--- config.mk ---
export PLATFORM = sky130hd
export DESIGN_NAME = demux_lane_scheduler_flat
export DESIGN_NICKNAME = d
export VERILOG_FILES = /design/src/rtl/demux_lane_scheduler_if.sv /design/src/rtl/demux_lane_scheduler.sv /design/src/flat_wrapper.sv
export SDC_FILE = /design/constraint.sdc
export NUM_CORES = 1
export LEC_CHECK = 0
export BUFFER_PORTS_ARGS = -buffer_cell sky130_fd_sc_hd__buf_4
export CORE_MARGIN = 2
export CORE_UTILIZATION = 40
export CTS_CLUSTER_DIAMETER = 150
export DETAILED_ROUTE_END_ITERATION = 8
export PLACE_DENSITY = 0.63
export SLEW_MARGIN = 0
export SYNTH_ARGS = -nofsm -noshare
export SYNTH_HDL_FRONTEND = slang
export SYNTH_SLANG_ARGS = --single-unit
--- constraint.sdc ---
create_clock -name clk -period 2.3 [get_ports clk]
set_clock_uncertainty 0.2 [all_clocks]
set_input_delay 0.46 -clock clk [delete_from_list [all_inputs] [get_ports clk]]
set_output_delay 0.46 -clock clk [all_outputs]
set_load 0.05 [all_outputs]
--- src/rtl/demux_lane_scheduler_if.sv ---
// Handshake bundle for the nibble lane demux scheduler.
//   up_data/up_valid/up_ready : upstream 4-bit symbol handshake
//   flush                     : release a partially filled word (pulse)
//   sel                       : lane select to the demux (lane being filled)
//   word_data/lane_mask       : assembled lane word, lane 0 in the MSBs
//   word_valid/word_ready     : downstream word handshake
//   word_cnt                  : words delivered, wrapping
interface demux_lane_scheduler_if #(
  parameter int unsigned NB_LANES = 2,
  parameter int unsigned FCNT_W   = 8
);
  logic [3:0]            up_data;
  logic                  up_valid;
  logic                  up_ready;
  logic                  flush;
  logic [1:0]            sel;
  logic [4*NB_LANES-1:0] word_data;
  logic [NB_LANES-1:0]   lane_mask;
  logic                  word_valid;
  logic                  word_ready;
  logic [FCNT_W-1:0]     word_cnt;

  modport master (
    output up_data, up_valid, flush, word_ready,
    input  up_ready, sel, word_data, lane_mask, word_valid, word_cnt
  );

  modport slave (
    input  up_data, up_valid, flush, word_ready,
    output up_ready, sel, word_data, lane_mask, word_valid, word_cnt
  );
endinterface

--- src/rtl/demux_lane_scheduler.sv ---
// Sequencer for the nibble 1:N lane demultiplexer.
// Collects one 4-bit symbol per lane round-robin, then holds the full
// (or flushed partial) word until downstream takes it.
//   clk : rising-edge clock
//   rst : asynchronous active-high reset
//   bus : slave side of demux_lane_scheduler_if (symbol in, word out)
module demux_lane_scheduler #(
  parameter int unsigned NB_LANES = 2,
  parameter int unsigned FCNT_W   = 8
) (
  input  logic                  clk,
  input  logic                  rst,
  demux_lane_scheduler_if.slave bus
);

  localparam int unsigned DATA_W   = 4 * NB_LANES;
  localparam logic [1:0]  LAST_SEL = 2'(NB_LANES - 1);

  typedef enum logic {FILL, HOLD} state_t;

  state_t              state, state_nx;
  logic                ready_q, ready_nx;
  logic                valid_q, valid_nx;
  logic [1:0]          sel_q, sel_nx;
  logic [DATA_W-1:0]   data_q, data_nx;
  logic [NB_LANES-1:0] mask_q, mask_nx;
  logic [FCNT_W-1:0]   cnt_q, cnt_nx;
  logic                accept_c;

  // ready_q is only ever high in FILL, so it alone qualifies a transfer
  assign accept_c = bus.up_valid && ready_q;

  // State and datapath registers
  always_ff @(posedge clk or posedge rst) begin
    if (rst) begin
      state   <= FILL;
      ready_q <= 1'b0;
      valid_q <= 1'b0;
      sel_q   <= 2'd0;
      data_q  <= '0;
      mask_q  <= '0;
      cnt_q   <= '0;
    end else begin
      state   <= state_nx;
      ready_q <= ready_nx;
      valid_q <= valid_nx;
      sel_q   <= sel_nx;
      data_q  <= data_nx;
      mask_q  <= mask_nx;
      cnt_q   <= cnt_nx;
    end
  end

  // Next-state and next-output logic
  always_comb begin
    state_nx = state;
    sel_nx   = sel_q;
    data_nx  = data_q;
    mask_nx  = mask_q;
    cnt_nx   = cnt_q;

    case (state)
      FILL: begin
        if (accept_c) begin
          for (int i = 0; i < int'(NB_LANES); i++) begin
            if (sel_q == 2'(i)) begin
              data_nx[4*(int'(NB_LANES)-1-i) +: 4] = bus.up_data;
              mask_nx[int'(NB_LANES)-1-i]          = 1'b1;
            end
          end
          if (sel_q == LAST_SEL) begin
            sel_nx   = 2'd0;
            state_nx = HOLD;
          end else begin
            sel_nx = sel_q + 2'd1;
          end
        end
        // A symbol taken this cycle counts as a filled lane for flush
        if (bus.flush && ((mask_q != '0) || accept_c)) begin
          sel_nx   = 2'd0;
          state_nx = HOLD;
        end
      end
      HOLD: begin
        if (bus.word_ready) begin
          data_nx  = '0;
          mask_nx  = '0;
          cnt_nx   = cnt_q + FCNT_W'(1);
          state_nx = FILL;
        end
      end
      default: state_nx = FILL;
    endcase

    // Handshake flags are registered copies of the next state
    ready_nx = (state_nx == FILL);
    valid_nx = (state_nx == HOLD);
  end

  assign bus.up_ready   = ready_q;
  assign bus.word_valid = valid_q;
  assign bus.sel        = sel_q;
  assign bus.word_data  = data_q;
  assign bus.lane_mask  = mask_q;
  assign bus.word_cnt   = cnt_q;

endmodule

--- src/flat_wrapper.sv ---
// flat-port wrapper written by rule: the top's interface ports become plain ports
module demux_lane_scheduler_flat 
#(
  parameter int unsigned NB_LANES = 2,
  parameter int unsigned FCNT_W   = 8
)
  (clk, rst, bus_up_data, bus_up_valid, bus_flush, bus_word_ready, bus_up_ready, bus_sel, bus_word_data, bus_lane_mask, bus_word_valid, bus_word_cnt);
  demux_lane_scheduler_if #(.NB_LANES(NB_LANES), .FCNT_W(FCNT_W)) bus_i ();
  input  logic clk;
  input  logic rst;
  input wire logic [$bits(bus_i.up_data)-1:0] bus_up_data;
  input wire logic [$bits(bus_i.up_valid)-1:0] bus_up_valid;
  input wire logic [$bits(bus_i.flush)-1:0] bus_flush;
  input wire logic [$bits(bus_i.word_ready)-1:0] bus_word_ready;
  output wire logic [$bits(bus_i.up_ready)-1:0] bus_up_ready;
  output wire logic [$bits(bus_i.sel)-1:0] bus_sel;
  output wire logic [$bits(bus_i.word_data)-1:0] bus_word_data;
  output wire logic [$bits(bus_i.lane_mask)-1:0] bus_lane_mask;
  output wire logic [$bits(bus_i.word_valid)-1:0] bus_word_valid;
  output wire logic [$bits(bus_i.word_cnt)-1:0] bus_word_cnt;
  assign bus_i.up_data = bus_up_data;
  assign bus_i.up_valid = bus_up_valid;
  assign bus_i.flush = bus_flush;
  assign bus_i.word_ready = bus_word_ready;
  assign bus_up_ready = bus_i.up_ready;
  assign bus_sel = bus_i.sel;
  assign bus_word_data = bus_i.word_data;
  assign bus_lane_mask = bus_i.lane_mask;
  assign bus_word_valid = bus_i.word_valid;
  assign bus_word_cnt = bus_i.word_cnt;
  demux_lane_scheduler #(.NB_LANES(NB_LANES), .FCNT_W(FCNT_W)) u_core (.clk(clk), .rst(rst), .bus(bus_i));
endmodule
==> results.cfg <==
[timing]
fin_crit_ns = 1.86
grt_setup_unrepaired = no
slew_violations = 0
timing.final.crit_share_pct = 81.0
hold_viol_final = 0
fmax_mhz = 537
finalSetupViolCount = 0
tightest_slew_ns = 0.472
slew_headroom_pct = 68.4
totalNegativeSetupSlack_ns = 0

[synth]
yosys.cell_types.count = 27
synthArstFlopShare_pct = 100
avgSynthCellArea_um2 = 11.5
ys_seq_area_share_pct = 55.8
syn_inst = 86
ys_seq_elements = 22
synth_top_area_cell = dfrtp_1
synth_edf_count = 0
syn_area_um2 = 987
syn_nets = 96
synthTopCellsByArea = dfrtp_1 56%, mux2i_1 8.1%, xnor2_1 6.2%
synth_ff_type = dfrtp_1
synth_top_area_share_pct = 55.8
ys_warn_count = 0

[worst_setup_path]
path_buf_inv = 1
critical_path.max_fanout = 10
path_class = reg2out
cp_cell_sequence = buf_4
required_ns = 1.64
critPathTopFamily = flip-flops
cp-end-kind = primary output
max_stage_delay_ns = 0.62
r2r-start = u_core.state
start_kind = flip-flop
worst-r2r-cell-count = 2
slowest_stage = dfrtp_1
ff2ff_setup_slack_ns = 0.65
r2r_end = u_core.bus.lane_mask[1]
crit_arrival_ns = 1.20

[route]
ant_nets = 0
via_count = 744
wire_per_inst_um = 12.4
firstDrtPassIters = 4
drc = 0
first_iter_violations = 14
vias_per_cell = 4.99
wl_um = 1860

[final_layout]
drive_above_1_share_pct = 33.6
diodes = 0
nNetsFinal = 130
fin_cells = 149
area_growth_syn_to_layout_pct = 31.9
nFillCells = 223

[grt]
grt_max_degree = 23
grt_usage_pct = 13.4
grt_pass1_vias = 637
overflow = 0
antenna_found_initial = 0
grt_pass1_wl_um = 2770

[min_path]
min_to = u_core.bus.word_data[5]
holdPathStages = 3
min_from = bus_up_data[1]
hold_path.class = in2reg

[placement]
place.gp.congestion = 0.746
port_buffers = 30
place_inst = 144
hpwl_um = 1400

[clocking]
cts_buffer_depth = 2
clock_latency_ns = 0.30
cts_tree = yes
ctsHoldBuffers = 1
cts-root-buf = clkbuf_4
cts.sinks = 22
cts_max_level = 1
cts_setup_buffers = 0
cts_resized = 0
path_clk_slew_ns = 0.12
cts_buffers = 3

[floorplan]
ios = 31
die_w_um = 53.7
row_count = 18
dieArea_um2 = 2880
floorplan.initialDensity_pct = 41.0
core_area_um2 = 2410
die_h_um = 53.7

[outcome]
status = finished, final reports clean

[power_and_ir_drop]
power_density_nw_per_um2 = 1580
fin_total_pwr_w = 0.00206
leakage_nw = 0.647
irDropWorstVdd_uv = 858

[job]
cap_viol_max_count = 0
[cell usage in the layout (no fill, tap or decap), types with 2 or more instances in the layout]
cell type	count
nor2_1	2
mux2i_1	8
nand2_1	15
dfrtp_1	22
xnor2_1	7
and3_1	2
buf_4	31
clkbuf_4	3
nand4_1	4
inv_1	6
[through the flow]
step	setup WS, ns	cell area (um2)	util [%]	hold WS (ns)
4_1_cts	0.419	1300	54.0	0.206
2_1_floorplan	0.569	987	-	0.249
3_3_place_gp	0.666	1240	51.5	0.264
6_report	0.438	1300	54.0	0.219
5_1_grt	0.349	1300	54.0	0.203
3_5_place_dp	0.667	1240	51.5	0.266
[layer usage]
| metal | track usage, % | vias to the layer above | part of all wire, % |
|---|---|---|---|
| met5 | 0 | - | 0 |
| met4 | 5.13 | 0 | 0 |
| met3 | 1.67 | 0 | 3.2 |
| met2 | 21.3 | 16 | 51 |
| met1 | 18.5 | 366 | 46 |
| li1 | - | 362 | - |
[worst max path at each step]
stage / start / end / slack (ns) / cells after the start
final: u_core.state / bus_word_valid / 0.44 / 1
after global routing: u_core.state / bus_word_valid / 0.35 / 1
after CTS: u_core.state / bus_word_valid / 0.42 / 1
after detailed placement: u_core.state / u_core.bus.lane_mask[1] / 0.67 / 2
after global placement: u_core.state / u_core.bus.lane_mask[1] / 0.67 / 2
after floorplan: u_core.state / u_core.bus.word_cnt[4] / 0.57 / 5
[synthesized netlist by cell type (2+ instances only)]
library cell	number
and3_1	2
buf_2	2
nor2_1	2
nand4_1	4
dfrtp_1	22
nand2_1	15
xnor2_1	7
mux2i_1	8
inv_1	6
[cells by family (layout without fill, tap and decap cells)]
| logic type | after synthesis | in the layout | share of synthesized area, % |
|---|---|---|---|
| adder cells (fa/ha/maj) | 1 | 1 | 1.27 |
| flip-flops | 22 | 22 | 55.8 |
| multiplexers | 8 | 8 | 8.11 |
| XOR/XNOR | 7 | 7 | 6.21 |
| AO/OA/AOI/OAI | 9 | 9 | 7.10 |
| buffers and inverters | 9 | 42 | 4.06 |
| AND/OR/NAND/NOR | 30 | 30 | 17.5 |
[final cells by class]
class / instances / area (um2) / area share (%)
Sequential cell: 22 / 551 / 42.3
Multi-Input combinational cell: 55 / 397 / 30.5
Timing Repair Buffer: 32 / 243 / 18.6
Tap cell: 30 / 37.5 / 2.88
Clock inverter: 1 / 30.0 / 2.31
Clock buffer: 3 / 22.5 / 1.73
Inverter: 6 / 22.5 / 1.73
[sequential cells by signal, indices dropped and copies added, names as in the netlist]
name                  cells
u_core.bus.word_cnt       8
u_core.bus.word_data      8
u_core.bus.lane_mask      2
u_core.bus.sel            2
u_core.bus.up_ready       1
u_core.state              1
[report_power, final]
part | total (W) | leakage, nW | internal (W) | switching, W
Clock | 0.000287 | 0.0279 | 0.000176 | 0.000111
Combinational | 0.00107 | 0.332 | 0.000339 | 0.000733
Sequential | 0.000700 | 0.287 | 0.000529 | 0.000171
Total | 0.00206 | 0.647 | 0.00104 | 0.00102
No activity file was read; power rests on OpenSTA's default activity.
